## src/rtl/ps2_pkg.sv

```systemverilog
// Shared PS/2 definitions: transmitter states, command bytes,
// default filter length and the host-to-device frame builder.
package ps2_pkg;

    typedef enum logic [2:0] {
        ST_IDLE,
        ST_INHIBIT,
        ST_RTS,
        ST_SHIFT,
        ST_ACK,
        ST_RELEASE
    } ps2_tx_state_e;

    localparam logic [7:0] PS2_CMD_LEDS   = 8'hED;
    localparam logic [7:0] PS2_CMD_RESET  = 8'hFF;
    localparam logic [7:0] PS2_CMD_ENABLE = 8'hF4;

    localparam int PS2_FILTER_LEN = 8;

    // b0..b7 data LSB first, b8 odd parity, b9 stop
    function automatic logic [9:0] ps2_frame(
        input logic [7:0] d
    );
        return {1'b1, ~^d, d};
    endfunction

endpackage

```

## src/rtl/ps2_line_filter.sv

```systemverilog
// PS/2 pin conditioner: 2-flop synchronizer plus run-length hysteresis.
// Ports: clk, reset_n, pin_in (raw) -> level (filtered), fall (1-cycle pulse).
module ps2_line_filter #(
    parameter int FILTER_LEN = 8
) (
    input  logic clk,
    input  logic reset_n,
    input  logic pin_in,
    output logic level,
    output logic fall
);

    localparam int CW = $clog2(FILTER_LEN + 1);

    logic [1:0]    sync;
    logic [CW-1:0] cnt;

    // Idle PS/2 lines are high, so reset to 1 to avoid a false edge.
    // The level flips only on the FILTER_LEN-th consecutive
    // differing sample; any agreeing sample restarts the run.
    always_ff @(posedge clk or negedge reset_n) begin
        if (!reset_n) begin
            sync  <= 2'b11;
            level <= 1'b1;
            cnt   <= '0;
            fall  <= 1'b0;
        end else begin
            sync <= {sync[0], pin_in};
            fall <= 1'b0;
            if (sync[1] == level) begin
                cnt <= '0;
            end else if (cnt == CW'(FILTER_LEN - 1)) begin
                level <= sync[1];
                cnt   <= '0;
                fall  <= level;
            end else begin
                cnt <= cnt + 1'b1;
            end
        end
    end

endmodule

```

## src/rtl/ps2_host_tx.sv

```systemverilog
// Host-to-device PS/2 command transmitter (RTS, 11-bit frame, ack check).
// Ports: tx_* handshake, raw pin inputs, open-drain pull-low drives, busy/done/err.
module ps2_host_tx
    import ps2_pkg::*;
#(
    parameter int INHIBIT_CYCLES = 2500,
    parameter int TIMEOUT_CYCLES = 375000,
    parameter int FILTER_LEN     = PS2_FILTER_LEN
) (
    input  logic       clk,
    input  logic       reset_n,
    input  logic [7:0] tx_data,
    input  logic       tx_valid,
    output logic       tx_ready,
    input  logic       ps2_clk_in,
    input  logic       ps2_data_in,
    output logic       ps2_clk_drive_low,
    output logic       ps2_data_drive_low,
    output logic       busy,
    output logic       done,
    output logic       err
);

    localparam int MAXC = (TIMEOUT_CYCLES > INHIBIT_CYCLES)
                        ? TIMEOUT_CYCLES : INHIBIT_CYCLES;
    localparam int CW   = $clog2(MAXC + 1);

    localparam logic [CW-1:0] INH_LAST = CW'(INHIBIT_CYCLES - 1);
    localparam logic [CW-1:0] TO_LAST  = CW'(TIMEOUT_CYCLES - 1);

    ps2_tx_state_e state, nxt;

    logic [9:0]    frame;
    logic [3:0]    idx;
    logic [CW-1:0] cnt;
    logic          data_low;
    logic          ack_err;
    logic [1:0]    dsync;
    logic          data_s;
    logic          clk_lvl;
    logic          clk_fall;
    logic          accept;
    logic          to_hit;
    logic          rel_ok;

    ps2_line_filter #(
        .FILTER_LEN (FILTER_LEN)
    ) u_clk_filt (
        .clk     (clk),
        .reset_n (reset_n),
        .pin_in  (ps2_clk_in),
        .level   (clk_lvl),
        .fall    (clk_fall)
    );

    always_ff @(posedge clk or negedge reset_n) begin
        if (!reset_n) dsync <= 2'b11;
        else          dsync <= {dsync[0], ps2_data_in};
    end

    assign data_s   = dsync[1];
    assign tx_ready = (state == ST_IDLE);
    assign busy     = (state != ST_IDLE);
    assign accept   = tx_valid && tx_ready;
    assign rel_ok   = clk_lvl && data_s;
    assign to_hit   = (state inside {ST_RTS, ST_SHIFT, ST_ACK})
                   && (cnt == TO_LAST);

    always_ff @(posedge clk or negedge reset_n) begin
        if (!reset_n) state <= ST_IDLE;
        else          state <= nxt;
    end

    always_comb begin
        nxt = state;
        unique case (state)
            ST_IDLE:    if (accept) nxt = ST_INHIBIT;
            ST_INHIBIT: if (cnt == INH_LAST) nxt = ST_RTS;
            ST_RTS:     if (to_hit) nxt = ST_IDLE;
                        else if (clk_fall) nxt = ST_SHIFT;
            ST_SHIFT:   if (to_hit) nxt = ST_IDLE;
                        else if (clk_fall && idx == 4'd9) nxt = ST_ACK;
            ST_ACK:     if (to_hit) nxt = ST_IDLE;
                        else if (clk_fall) nxt = ST_RELEASE;
            ST_RELEASE: if (rel_ok) nxt = ST_IDLE;
            default:    nxt = ST_IDLE;
        endcase
    end

    // One counter serves both the inhibit interval and the
    // RTS-to-ack timeout; it restarts when the clock is released.
    always_ff @(posedge clk or negedge reset_n) begin
        if (!reset_n) begin
            frame    <= '0;
            idx      <= '0;
            cnt      <= '0;
            data_low <= 1'b0;
            ack_err  <= 1'b0;
        end else begin
            unique case (state)
                ST_IDLE: begin
                    data_low <= 1'b0;
                    cnt      <= '0;
                    if (accept) begin
                        frame   <= ps2_frame(tx_data);
                        ack_err <= 1'b0;
                    end
                end
                ST_INHIBIT: begin
                    if (cnt == INH_LAST) begin
                        cnt      <= '0;
                        data_low <= 1'b1;
                    end else begin
                        cnt <= cnt + 1'b1;
                    end
                end
                ST_RTS: begin
                    cnt <= cnt + 1'b1;
                    if (clk_fall) begin
                        data_low <= ~frame[0];
                        idx      <= 4'd1;
                    end
                end
                ST_SHIFT: begin
                    cnt <= cnt + 1'b1;
                    if (clk_fall) begin
                        data_low <= ~frame[idx];
                        idx      <= idx + 1'b1;
                    end
                end
                ST_ACK: begin
                    cnt <= cnt + 1'b1;
                    if (clk_fall) ack_err <= data_s;
                end
                default: ;
            endcase
        end
    end

    always_comb begin
        ps2_clk_drive_low  = 1'b0;
        ps2_data_drive_low = 1'b0;
        done               = 1'b0;
        err                = 1'b0;
        unique case (state)
            ST_INHIBIT: begin
                ps2_clk_drive_low  = 1'b1;
                ps2_data_drive_low = (cnt == INH_LAST);
            end
            ST_RTS, ST_SHIFT, ST_ACK: begin
                ps2_data_drive_low = data_low && !to_hit;
                done               = to_hit;
                err                = to_hit;
            end
            ST_RELEASE: begin
                done = rel_ok;
                err  = rel_ok && ack_err;
            end
            default: ;
        endcase
    end

endmodule

```

## config.mk

```make
export PLATFORM = sky130hd
export DESIGN_NAME = ps2_host_tx
export DESIGN_NICKNAME = d
export VERILOG_FILES = /design/src/rtl/ps2_pkg.sv /design/src/rtl/ps2_line_filter.sv /design/src/rtl/ps2_host_tx.sv
export SDC_FILE = /design/constraint.sdc
export NUM_CORES = 1
export LEC_CHECK = 0
export ABC_AREA = 0
export ABC_CLOCK_PERIOD_IN_PS = 2000
export CORE_MARGIN = 2
export CORE_UTILIZATION = 40
export DETAILED_ROUTE_END_ITERATION = 8
export GPL_TIMING_DRIVEN = 0
export MAX_ROUTING_LAYER = met4
export REMOVE_ABC_BUFFERS = 1
export SLEW_MARGIN = 15
export SYNTH_ARGS = -nofsm -noshare
export SYNTH_HDL_FRONTEND = slang
export SYNTH_HIERARCHICAL = 1
export SYNTH_SLANG_ARGS = --single-unit
```

## constraint.sdc

```tcl
create_clock -name clk -period 2 [get_ports clk]
set_clock_uncertainty 0.05 [all_clocks]
set_input_delay 0.4 -clock clk [delete_from_list [all_inputs] [get_ports clk]]
set_output_delay 0.4 -clock clk [all_outputs]
set_load 0.1 [all_outputs]
```

# Word-level counts from Yosys, hierarchy flattened
# Cells that the tools add are included.
op_classes:
  add_sub_neg: 3
  n_lt_le_gt_ge: 1
  n_eq_ne: 19
  mux: 32
  bitwise: 3
  n_reduce_logical: 22
ops:
  columns: ["operator", "n"]
  rows:
  - ["$pmux 19 s3", 1]
  - ["$mux 3", 9]
  - ["$add 19x1->19 const B", 1]
  - ["$eq 19x12->1 const B", 1]
  - ["$eq 19x19->1 const B", 1]
  - ["$mux 19", 1]
  - ["$pmux 3 s6", 1]
  - ["$mux 4", 4]
  - ["$mux 1", 9]
  - ["$ne 3x2->1 const B", 3]
  - ["$reduce_bool 3->1", 3]
  - ["$add 4x1->4 const B", 2]
  - ["$ne 2x1->1 const B", 4]
  - ["$pmux 1 s2", 4]
  - ["$pmux 4 s2", 1]
  - ["$reduce_xnor 8->1", 1]
  - ["$eq 3x2->1 const B", 2]
  - ["$eq 3x3->1 const B", 2]
  - ["$logic_and 1x1->1", 6]
  - ["$reduce_and 3->1", 2]
  - ["$reduce_and 6->1", 1]
  - ["$lt 4x5->1 const B", 1]
  - ["$bmux 1 s4", 1]
  - ["$eq 4x3->1 const B", 1]
  - ["13 further kinds", 18]
word_totals:
  register_bits: 48
  inputBits: 13
  output_inout_bits: 6
  wordCells: 91

# Depth between registers and ports, before layout
# Gate-level depths: netlist (run 1).
logic_depth:
  depth_word: 6
  depth_mapped: 9
  ltp_nobuf: 7

# Hierarchy
# The synthesis (run 1) kept the hierarchy.
by_module_without_submodules:
  columns: ["module", "instances", "cells_each", "area_per_inst_um2", "seq_area_each_um2"]
  rows:
  - ["ps2_host_tx", 1, 218, 2190.9, 1003.5]
  - ["ps2_line_filter", 1, 21, 311.5, 203.9]

# Worst setup path after synthesis (run 1)
# OpenSTA, ideal clock, no wires.
synth_path:
  path_type: "register to output"
  start: "register state[2]"
  end: "output busy"
  arrival_time_ps: 3962
  required_ps: 1550
  setup_slack_ps: -2412
  stages_incl_launch_ff: 4
  path_buffers: 1
  path_cell_list: "dfrtp_1 -> clkbuf_1 -> nor3_1 -> inv_1"
synth_between:
  elab_chain_cells: 1
synth_lines:
  columns: ["item", "line_no", "text"]
  rows:
  - ["from (decl)", "ps2_host_tx.sv:31", "ps2_tx_state_e state, nxt;"]
  - ["from (signal assigned)", "ps2_host_tx.sv:71", "else state <= nxt;"]
  - ["$reduce_bool 3->1", "ps2_host_tx.sv:63", "assign busy = (state != ST_IDLE);"]
  - ["to (decl)", "ps2_host_tx.sv:19", "output logic busy,"]
# No other way between the ends.

==> results of run 1 <==
## layer usage
metal	up-vias	GRT usage, %	wire [µm]
li1	917	-	-
met1	889	21.8	2620
met2	25	23.2	2310
met3	8	4.08	152
met4	0	3.87	70
met5	-	-	0
## where the power goes
part           internal [µW]  switching (µW)
combinational           93.5            73.5
clock                    370             334
sequential              1020            42.2
## logic make-up after synthesis
logic type	share of synthesized area [%]
mux	8.10
simple gates	21.5
fa+ha+maj	2.00
xor+xnor	9.10
compound gates	8.20
buf+inv	2.90
flops	48.3
## cells in the final DEF, fill, tap and decap left out, types with 2 or more instances in the layout
master,Yosys,final
a21oi_1,4,3
nor3_4,1,3
dfstp_2,5,5
nor2_4,0,3
nand2b_1,3,3
nor2b_1,5,2
nor3b_1,2,2
nor4b_2,0,2
buf_4,0,18
a22o_1,3,3
dfrtp_1,43,39
clkbuf_8,0,5
mux2i_1,3,3
xor2_1,11,11
buf_6,1,6
nor4b_4,0,2
mux4_2,2,2
o21ai_0,8,6
nand4_1,6,6
xnor2_1,15,15
a21o_1,3,3
nand2_1,21,20
nor3_1,5,3
inv_1,7,7
nor2_1,27,24
dfrtp_2,0,4
nor2b_2,0,2
buf_12,0,4
clkdlybuf4s50_1,0,11
mux2_2,10,10
nand3_4,0,3
ha_1,4,3
nand3_1,10,8
and3_1,4,4
## worst max-delay path: cells and delay by family (launching register included)
family	cells	cell delay (ns)
flops	1	0.38
buf+inv	1	0.19
simple gates	3	0.56
fa+ha+maj	1	0.19
compound gates	1	0.17
## sequential cells by signal, summed over array words and instances (netlist names)
register,count
ack_err,1
cnt,19
data_low,1
dsync,2
frame,10
idx,4
state,3
u_clk_filt/cnt,4
u_clk_filt/fall,1
u_clk_filt/level,1
u_clk_filt/sync,2
## metrics by stage
stage / setup slack, ns / util (%) / cells
6_report: -0.247 / 54.7 / 355
2_1_floorplan: -2.43 / - / 230
4_1_cts: -0.266 / 53.7 / 351
3_3_place_gp: -1.16 / 45.6 / 323
3_5_place_dp: -1.13 / 45.8 / 324
5_1_grt: -0.345 / 54.7 / 355
## what timing repair did
item,4_1_cts,5_1_grt
setup endpoints to repair,27,26
pin swaps,9,4
setup buffers,18,3
resized for setup,96,8
endpoints found under the hold margin,15,0
cloned,0,1
hold buffers,1,0
## path summary, 6_finish.rpt
| check | from | end | slack, ns | cells after the start |
|---|---|---|---|---|
| max | cnt[0] | ps2_data_drive_low | -0.25 | 6 |
| min | u_clk_filt/sync[0] | u_clk_filt/sync[1] | 0.31 | 0 |
| max reg2reg | state[1] | cnt[17] | -0.12 | 7 |
| min reg2reg | u_clk_filt/sync[0] | u_clk_filt/sync[1] | 0.31 | 0 |
| max in group asynchronous | reset_n | u_clk_filt/level | 0.82 | 3 |
| min in group asynchronous | reset_n | frame[5] | 0.50 | 2 |
## Yosys cell counts, types with 5 or more instances
library cell	n	share of area (%)
inv_1	7	1.1
nand2_1	21	3.2
o21ai_0	8	1.6
dfstp_2	5	5.3
nand4_1	6	1.5
xnor2_1	15	5.3
nand3_1	10	2.0
nor2b_1	5	1.3
nor3_1	5	1.0
dfrtp_1	43	43
xor2_1	11	3.8
nor2_1	27	4.1
mux2_2	10	4.5
## layout make-up
type	count	share of cell area, %
clock buffer	5	2.10
clock inverter	3	1.30
inverter	7	0.802
multi-input combinational	175	43.0
sequential	48	37.0
tap	75	2.86
timing repair buffer	42	12.9
==> run_results.csv, run 1 <==
group,metric,value,unit
status,outcome,"finished with violations",
status,violations,"negative setup slack",
worst_setup_path,crit_required,1.55,ns
worst_setup_path,crit_chain,"ha_2 -> nor4b_4 -> and4_4 -> nand3_4 -> o21ai_4 -> buf_12",
detailed_routing,drt-total-wl,5150,µm
detailed_routing,num_vias,1839,
power_and_ir_drop,ir_drop,387,µV
timing,setup_violations,24,
layout,postLayoutCellArea,3280,µm²
power_and_ir_drop,p_leak,0.00139,µW
clocking,clock-sinks,48,
clocking,htree_num_levels,2,
placed_design,hpwl,3250,µm
worst_setup_path,crit_path_start_kind,"flip-flop",
timing,fin_crit,2.25,ns
timing,rsz0062_at_grt,"yes",
timing,maxSlewHeadroom,69.0,%
synthesis,netlist_area,2500,µm²
detailed_routing,drt_iter0_drc,95,
synthesis,async_flop_share,100,%
synthesis,synth_area_per_cell,10.5,µm²
worst_setup_path,path_max_fanout,2,
synthesis,synth_edf_count,0,
worst_setup_path,crit_path_end_kind,"primary output",
timing,layout_setup_ws,-0.247,ns
placed_design,portBuffers,18,
layout,final.fill_count,511,
detailed_routing,dr.pass1.iters,4,
layout,syn_to_final_growth,30.9,%
layout,layout.nets,296,
flow_run,cap_viol_max_count,0,
synthesis,synth_flop_cell,"dfrtp_1",
power_and_ir_drop,cellPowerDensity,589,nW/µm²
placed_design,place_area,2750,µm²
worst_setup_path,critical_path_class,"reg2out",
floorplanning,die_area,6900,µm²
timing,drv_slew,0,
synthesis,seq_area_frac_synth,48.2,%
grt,grt_pass1_vias,1802,
synthesis,yosysWarningCount,6,
grt,grt_overflow,0,
floorplanning,die_w,83.1,µm
timing,fmax,445,MHz
grt,grt_max_degree,34,
timing,finalHoldViolations,0,
floorplanning,core_area,5990,µm²
timing,worst_pin_slew,0.461,ns
placed_design,gp_congestion,0.789,
worst_setup_path,cp_data_arrival_time,1.80,ns
detailed_routing,wl_per_cell,14.5,µm
grt,antenna_found_initial,0,
timing,fin_crit_sh,112,%
layout,drive_gt1_share,31.4,%
worst_setup_path,cpMaxStageDelayCell,"dfrtp_1",
synthesis,ys_ff_latch,48,
grt,grt_pass1_wl,8630,µm
min_path,holdCritPathClass,"reg2reg",
clocking,cts-root-buf,"clkbuf_8",
floorplanning,fp.dieH,83.1,µm
floorplanning,num_rows,28,
detailed_routing,ant_nets,0,
clocking,numCtsBuffers,5,
synthesis,synthCells,239,
clocking,cts.path.max_buffers,2,
clocking,clk_latency,0.30,ns
timing,tns,-1.79,ns
detailed_routing,drcViolationCount,0,
layout,num_antenna_cells,0,
grt,grt_use_total,15.8,%
clocking,clk_pin_slew,0.09,ns
power_and_ir_drop,finalPower,1930,µW
floorplanning,initial_core_util,41.8,%
detailed_routing,via_per_inst,5.18,
worst_setup_path,crit_path_max_incr_delay,0.38,ns
timing,fin_hold_ws,0.309,ns
synthesis,yosysUniqueCellTypes,51,
layout,multi_input_area,1410,µm²
clocking,cts_tree,"built",
layout,seqCellArea,1210,µm²
floorplanning,ios,19,
Note: power is estimated with default switching activity, not from simulation.
==> run 2, diff against run 1 <==
Settings changed: CORE_MARGIN 2 to default.
==> run 2 against run 1 <==
  * The run still ends with negative setup slack left
  * Clock power fell by 12%
  * Wire length increased by 3.3%
  * Power is 4.4% lower
  * Die area decreased by 4.8%
  * Count of clock-buffer cells in the layout is 1 higher
  * Combinational power hardly changed
  * Cell count up 1.1%
  * Final area increased by 0.61%
  * First-iteration DRC count fell by 27%
  * Critical path depth is 1 lower
  * Core utilization up 0.33 points
  * Critical endpoint unchanged
==> run_results.csv, run 2 (synthesis gave the netlist of run 1 again) <==
group,metric,value,unit
clocking,clock-sinks,48,
status,outcome,"finished with violations",
timing,finalHoldViolations,0,
clocking,clk_pin_slew,0.10,ns
floorplanning,core_area,5990,µm²
power_and_ir_drop,finalPower,1850,µW
layout,num_antenna_cells,0,
power_and_ir_drop,clockPowerShare,33.5,%
power_and_ir_drop,swShare,24.7,%
worst_setup_path,crit_path_end_kind,"primary output",
power_and_ir_drop,pwr-share-comb,9.1,%
worst_setup_path,crit_path_max_incr_delay,0.43,ns
worst_setup_path,crit_family,"simple AND/OR/NAND/NOR gates",
layout,postLayoutCellArea,3300,µm²
worst_setup_path,cp_data_arrival_time,1.80,ns
layout,layout.nets,300,
worst_setup_path,crit_required,1.55,ns
worst_setup_path,crit_buf_inv,1,
layout,largest_reg_flops,19,
layout,top_register,"cnt",
layout,drive_gt1_share,33.8,%
clocking,cts.path.max_buffers,2,
detailed_routing,ant_nets,0,
detailed_routing,dr.pass1.iters,4,
detailed_routing,drt-total-wl,5320,µm
clocking,htree_num_levels,2,
timing,fin_crit,2.25,ns
timing,maxSlewHeadroom,63.5,%
grt,antenna_found_initial,0,
clocking,cts-root-buf,"clkbuf_8",
detailed_routing,num_vias,1878,
power_and_ir_drop,ir_drop,358,µV
timing,fin_crit_sh,113,%
timing,layout_setup_ws,-0.252,ns
grt,grt_pass1_vias,1868,
floorplanning,ios,19,
timing,setup_violations,25,
floorplanning,num_rows,28,
floorplanning,die_w,81.1,µm
power_and_ir_drop,p_leak,0.00140,µW
min_path,holdCritPathClass,"in2async",
floorplanning,fp.dieH,81.1,µm
detailed_routing,drt_iter0_drc,69,
layout,final_common_cell,"dfrtp_1",
worst_setup_path,cpMaxStageDelayCell,"dfrtp_1",
clocking,numCtsBuffers,5,
power_and_ir_drop,internal_power,1390,µW
layout,most-common-layout-cells,"39 x dfrtp_1, 24 x nor2_1, 24 x buf_4",
placed_design,portBuffers,18,
layout,finish.utilization,55.0,%
detailed_routing,drcViolationCount,0,
detailed_routing,via_per_inst,5.23,
placed_design,gp_congestion,0.753,
layout,reg.largest.list,"cnt: 19 flops, frame: 10 flops",
worst_setup_path,crit_path_start_kind,"flip-flop",
power_and_ir_drop,cellPowerDensity,560,nW/µm²
timing,rsz0062_at_grt,"yes",
floorplanning,die_area,6580,µm²
grt,grt_max_degree,26,
detailed_routing,wl_per_cell,14.8,µm
status,violations,"negative setup slack",
power_and_ir_drop,p_seq_share,57.4,%
grt,grt_pass1_wl,9000,µm
grt,grt_use_total,18.5,%
layout,syn_to_final_growth,31.7,%
grt,grt_overflow,0,
timing,tns,-3.43,ns
placed_design,hpwl,3320,µm
worst_setup_path,critical_path_class,"reg2out",
clocking,cts_tree,"built",
worst_setup_path,crit_chain,"nor4b_2 -> and4_4 -> nand3_4 -> o21ai_4 -> buf_12",
placed_design,place_area,2750,µm²
floorplanning,initial_core_util,41.8,%
flow_run,cap_viol_max_count,0,
power_and_ir_drop,p_sw,456,µW
clocking,cts-hold-fix-buffers,0,
timing,fmax,444,MHz
worst_setup_path,path_max_fanout,3,
timing,drv_slew,0,
timing,worst_pin_slew,0.547,ns
clocking,clk_latency,0.30,ns
## run 2: worst paths after layout
path                                     from            endpoint  slack, ns  cells after the start
setup / recovery                      cnt[10]  ps2_data_drive_low      -0.25                      5
hold / removal                        reset_n            frame[6]       0.02                      1
setup reg to reg                      cnt[10]            state[2]      -0.23                      8
hold reg to reg            u_clk_filt/sync[0]  u_clk_filt/sync[1]       0.31                      0
max in group asynchronous             reset_n            state[1]       1.33                      2
min in group clk           u_clk_filt/sync[0]  u_clk_filt/sync[1]       0.31                      0
## run 2: routing by layer
layer | GRT usage, % | vias to the layer above | routed length (µm)
li1 | - | 919 | -
met1 | 24.6 | 934 | 2630
met2 | 28.9 | 20 | 2530
met3 | 3.15 | 5 | 119
met4 | 5.36 | 0 | 46
met5 | - | - | 0
## run 2: worst register-to-register path, stage by stage (launching register included)
cell and delay [ns]:
dfrtp_1 0.43, nor4b_2 0.30, and4_4 0.31, nand3_4 0.10, buf_4 0.17, buf_6 0.12, a221oi_4 0.34, nand2_1 0.10
a32o_1 0.21
## run 2: final cells by class
cell class,instances,area [µm²]
repair buffers,46,457
flip-flops and latches,48,1210
fillers,503,2700
inverters,7,26.3
clock inverters,2,15.0
clock buffers,6,82.6
multi-input cells,175,1410
well taps,75,93.8
## run 2: per-stage QoR
stage,hold WS [ns],std cells,setup slack [ns]
3_3_place_gp,0.296,323,-1.15
4_1_cts,0.0396,356,-0.269
5_1_grt,0.0431,359,-0.346
6_report,0.0223,359,-0.252
3_5_place_dp,0.297,324,-1.16
2_1_floorplan,0.0544,230,-2.43
## run 2: what timing repair did
item / in CTS / in global routing
pin swaps: 9 / 2
resized for setup: 92 / 7
setup buffers: 24 / 3
hold endpoints to repair: 0 / 0
setup endpoints to repair: 28 / 28
## run 2: power groups by stage
stage | clock network, µW | logic [µW] | registers [µW]
2_1_floorplan | 0 | 100 | 1070
3_3_place_gp | 0 | 161 | 1080
3_5_place_dp | 0 | 167 | 1080
4_1_cts | 640 | 172 | 1060
5_1_grt | 670 | 187 | 1070
6_report | 618 | 168 | 1060
